**src/rtl/uart_tx_pkg.sv**
```systemverilog
// Shared UART definitions: state encodings, baud counter width, bit-period formula.
package uart_tx_pkg;

  localparam int CNT_W = 16;

  typedef enum logic [2:0] {
    S_IDLE   = 3'd0,
    S_START  = 3'd1,
    S_DATA   = 3'd2,
    S_STOP   = 3'd3,
    S_PARITY = 3'd4
  } uart_state_e;

  function automatic int uart_cycle(input int clk_fre, input int baud_rate);
    return clk_fre * 1000000 / baud_rate;
  endfunction

endpackage

```
**src/rtl/uart_baud_cnt.sv**
```systemverilog
// Bit-period counter: pulses bit_done on the last clock of each CYCLE-clock bit.
module uart_baud_cnt
  import uart_tx_pkg::*;
#(
  parameter int CYCLE = 8
) (
  input  logic clk,
  input  logic rst_n,
  input  logic clear,
  output logic bit_done
);

  localparam logic [CNT_W-1:0] LAST = CNT_W'(CYCLE - 1);

  logic [CNT_W-1:0] cnt;

  assign bit_done = (cnt == LAST);

  always_ff @(posedge clk) begin
    if (!rst_n)                cnt <= '0;
    else if (clear || bit_done) cnt <= '0;
    else                       cnt <= cnt + 1'b1;
  end

endmodule

```
**src/rtl/uart_tx.sv**
```systemverilog
// UART transmitter, 8N1 by default; define UART_TX_PARITY_EN for 8E1.
module uart_tx
  import uart_tx_pkg::*;
#(
  parameter int clk_fre   = 100,
  parameter int baud_rate = 9600
) (
  input  logic       clk,
  input  logic       rst_n,
  input  logic [7:0] tx_data,
  input  logic       tx_data_valid,
  output logic       tx_data_ready,
  output logic       tx_busy,
  output logic       tx_pin
);

  localparam int CYCLE = uart_cycle(clk_fre, baud_rate);

  uart_state_e state, state_nxt;
  logic [7:0]  shift, shift_nxt;
  logic [2:0]  bit_cnt, bit_cnt_nxt;
  logic        pin_nxt, ready_nxt;
  logic        bit_done, hs;
`ifdef UART_TX_PARITY_EN
  logic        par, par_nxt;
`endif

  assign hs      = tx_data_valid && tx_data_ready;
  assign tx_busy = (state != S_IDLE);

  // Counter is held clear in IDLE so the start bit gets a full period from the handshake edge.
  uart_baud_cnt #(.CYCLE(CYCLE)) u_baud (
    .clk      (clk),
    .rst_n    (rst_n),
    .clear    (state == S_IDLE),
    .bit_done (bit_done)
  );

  always_ff @(posedge clk) begin
    if (!rst_n) begin
      state         <= S_IDLE;
      shift         <= '0;
      bit_cnt       <= '0;
      tx_pin        <= 1'b1;
      tx_data_ready <= 1'b0;
`ifdef UART_TX_PARITY_EN
      par           <= 1'b0;
`endif
    end else begin
      state         <= state_nxt;
      shift         <= shift_nxt;
      bit_cnt       <= bit_cnt_nxt;
      tx_pin        <= pin_nxt;
      tx_data_ready <= ready_nxt;
`ifdef UART_TX_PARITY_EN
      par           <= par_nxt;
`endif
    end
  end

  always_comb begin
    state_nxt   = state;
    shift_nxt   = shift;
    bit_cnt_nxt = bit_cnt;
    pin_nxt     = tx_pin;
    ready_nxt   = 1'b0;
`ifdef UART_TX_PARITY_EN
    par_nxt     = par;
`endif
    case (state)
      S_IDLE: begin
        pin_nxt   = 1'b1;
        ready_nxt = 1'b1;
        if (hs) begin
          shift_nxt = tx_data;
          pin_nxt   = 1'b0;
          ready_nxt = 1'b0;
          state_nxt = S_START;
`ifdef UART_TX_PARITY_EN
          par_nxt   = ^tx_data;
`endif
        end
      end
      S_START: begin
        if (bit_done) begin
          state_nxt   = S_DATA;
          bit_cnt_nxt = '0;
          pin_nxt     = shift[0];
        end
      end
      S_DATA: begin
        if (bit_done) begin
          if (bit_cnt == 3'd7) begin
`ifdef UART_TX_PARITY_EN
            state_nxt = S_PARITY;
            pin_nxt   = par;
`else
            state_nxt = S_STOP;
            pin_nxt   = 1'b1;
`endif
          end else begin
            bit_cnt_nxt = bit_cnt + 3'd1;
            shift_nxt   = shift >> 1;
            pin_nxt     = shift[1];
          end
        end
      end
`ifdef UART_TX_PARITY_EN
      S_PARITY: begin
        if (bit_done) begin
          state_nxt = S_STOP;
          pin_nxt   = 1'b1;
        end
      end
`endif
      S_STOP: begin
        if (bit_done) begin
          state_nxt = S_IDLE;
          pin_nxt   = 1'b1;
          ready_nxt = 1'b1;
        end
      end
      default: begin
        state_nxt = S_IDLE;
        pin_nxt   = 1'b1;
      end
    endcase
  end

endmodule

```
**config.mk**
```make
export PLATFORM = sky130hd
export DESIGN_NAME = uart_tx
export DESIGN_NICKNAME = d
export VERILOG_FILES = /design/src/rtl/uart_tx_pkg.sv /design/src/rtl/uart_baud_cnt.sv /design/src/rtl/uart_tx.sv
export SDC_FILE = /design/constraint.sdc
export NUM_CORES = 1
export LEC_CHECK = 0
export CELL_PAD_IN_SITES_DETAIL_PLACEMENT = 0
export CELL_PAD_IN_SITES_GLOBAL_PLACEMENT = 1
export CORE_AREA = 2 2 65 67
export DETAILED_ROUTE_END_ITERATION = 8
export DIE_AREA = 0 0 67 69
export PLACE_DENSITY_LB_ADDON = 0.1
export SYNTH_ARGS = -nofsm -noshare
export SYNTH_HDL_FRONTEND = slang
export SYNTH_SLANG_ARGS = --single-unit
```
**constraint.sdc**
```tcl
create_clock -name clk -period 2.3 [get_ports clk]
set_clock_uncertainty 0.1 [all_clocks]
set_input_delay 0.345 -clock clk [delete_from_list [all_inputs] [get_ports clk]]
set_output_delay 0.345 -clock clk [all_outputs]
set_load 0.02 [all_outputs]
```
==> metrics.cfg <==
[outcome]
run_status=completed

[routing]
drt-pass1-iter-count=4
drc=0
route.vias.total=1291
drt_first_iter_violations=57
antenna_violating_nets_left=0
routed_wirelength_mm=3.33
vias_per_cell=5.27
avgRoutedWirePerCell_um=13.6

[critical_path]
worstSetupStartpointType=flop
critPathSlowestCell=o41a_1
crit_fanout=8
critical-path-top-delay-family=compound AO/OA/AOI/OAI gates
cp.required_ps=2420
critical_path.most_common_cell=inv_1
cp_num_buf_inv=2
worstSetupPathDepth=6
worst_setup_path_end_kind=flop
crit_chain=inv_1 -> ha_1 -> inv_1 -> a21oi_1 -> o41a_1 -> mux2i_1
worstSetupPathType=reg -> reg
worst_r2r_path_depth=6
slowest_delay_ps=510
worst-endpoint-arrival_ps=2180

[min_path]
hold_path.class=reg -> reg
hold-path-cell-count=2

[sta]
final-setup-viol-count=0
setup_total_negative_slack_ps=0
max-slew-margin-rel_pct=65.4
clock.fmax_mhz=485
final_min_period_over_clock_period_pct=89.7
timing_worst_slew_pin_value_ps=519
pins_over_their_slew_limit=0
worst_slack_ps=238
hold_viol=0
fin_crit_ps=2060
rsz0062_at_grt=no

[clock_tree]
cts-root-to-sink-buffers=2
cts_resized=0
numClockSinks=31
cts_hold_buf=0
clock_insertion_delay_at_the_later_pin_of_the_skew_report_ps=290
tritoncts=built
cts_made_buffers=5
cts.reportedPaths.clkPinSlew_ps=70
ctsHtreeMaxLevel=2
cts-root-buf=clkbuf_8
cts_setup_buffers=0

[global_route]
gr-usage-all-layers_pct=15.8
overflow=0
via_count_of_the_first_global_routing_pass=1280
grt_antenna_before_repair=0
pin_count_of_the_biggest_net_entering_global_routing=17
grt_pass1_wl_mm=5.56

[synth]
mean_cell_area_of_the_mapped_netlist_um2=9.12
netlist_top_cells_count=31 x dfxtp_1, 22 x nand2_1, 13 x nor2_1
synth_most_common_cell=dfxtp_1
synth_edf_count=0
postSynthRegisterBits=31
synth_sequential_area_ratio_pct=38.4
yosys_warnings=0
synth_top_cells_by_area=dfxtp_1 38%, ha_1 6.2%, mux2i_1 5.6%
synthesis.nets=196
yosysUniqueCellTypes=34
summed_instance_area_of_the_synthesized_netlist_um2=1610
yosysTopAreaCellShare_pct=38.4
ys_dominant_reg_cell=dfxtp_1
ys_async_sr_fraction_pct=0
netlist_instances=177
synth.largest_area_cell=dfxtp_1

[placed_design]
portBuffers=13
place_hpwl_mm=2.41
placed_cells_incl_taps=237
gp_routability_congestion=0.764
detailedPlace.worstSlack_ps=232

[final_layout]
post_route_cells_drive_above_1_share_pct=12.8
num-nets-final=213
fillers=407
antenna_cells=0
ff_latch_area_um2=621
finish.cell_count_without_fillers=245
area_taken_by_multi_input_logic_gates_um2=918
area.growth.synth_to_final_pct=19.1

[floorplanning]
fp.dieW_um=67
rows=23
io_pins=14
die-height_um=69
floorplan.initialDensity_pct=41.2
core_area_um2=3910
die_area_um2=4620

[pwr]
vdd.ir_drop.worst_uv=420
total_power_mw=1.64
leakage_nw=0.780
power.density_cell_area_nw_per_um2=854

[flow_run]
drv.max_cap_violation_count=0

worst reg2reg max path, cell delays in order (launching register included):
cell,delay [ps]
dfxtp_1,360
inv_1,100
ha_1,210
inv_1,110
a21oi_1,350
o41a_1,520
mux2i_1,240
power breakdown:
group / internal [mW] / total [mW] / switching (mW) / leakage (nW)
clock network: 0.350 / 0.564 / 0.213 / 0.0612
logic: 0.201 / 0.449 / 0.248 / 0.468
registers: 0.591 / 0.629 / 0.0383 / 0.251
total: 1.14 / 1.64 / 0.499 / 0.780
cells by family after synthesis:
family,count (synthesis),share of synthesized area [%]
xor gates and xnor gates,11,5.97
DFF,31,38.4
and+or+nand+nor,70,24.7
buffers and inverters,16,4.65
muxes,16,10.5
AOI/OAI and AO/OA,25,9.61
adders and majority gates,8,6.20
metal layers:
metal	up-vias	part of all wire [%]	GRT usage [%]
met4	0	1.7	6.58
met5	-	0	0
li1	655	-	-
met1	610	43	17.6
met3	7	3.8	5.55
met2	19	51	26.7
placed cells by master (no fill, tap or decap), types with 6 or more instances in the layout:
master	n
ha_1	8
inv_1	7
nand2_1	22
nand3_1	7
nor2_1	13
nand4_1	9
mux2i_1	9
clkbuf_8	6
buf_4	6
xor2_1	9
dfxtp_1	31
a21oi_1	7
o21ai_0	9
mux2_2	7
clkdlybuf4s50_1	12
registers in the layout (all words and copies together) (netlist names):
| name | flops |
|---|---|
| u_baud.cnt | 16 |
| shift | 8 |
| bit_cnt | 3 |
| state | 2 |
| tx_data_ready | 1 |
| tx_pin | 1 |
stage by stage:
| step | hold slack, ps | cell area [um^2] | utilization [%] |
|---|---|---|---|
| 2_1_floorplan | 326 | 1610 | - |
| 3_3_place_gp | 338 | 1800 | 46.1 |
| 3_5_place_dp | 356 | 1800 | 46.1 |
| 4_1_cts | 366 | 1920 | 49.1 |
| 5_1_grt | 396 | 1920 | 49.1 |
| 6_report | 362 | 1920 | 49.1 |
path summary, 6_finish.rpt:
kind         startpoint  endpoint  slack (ps)
max            state[0]  shift[0]         240
min reg2reg    shift[7]  shift[7]         360
max reg2reg    state[0]  shift[0]         240
min            shift[7]  shift[7]         360
area by class of cell:
type	count	share of cell area [%]
inverters	7	1.37
flip-flops and latches	31	32.3
multi-input cells	130	47.8
clock buffers	6	4.29
clock inverters	2	1.82
repair buffers	19	9.24
well taps	50	3.25
(Power assumes the default switching activity.)
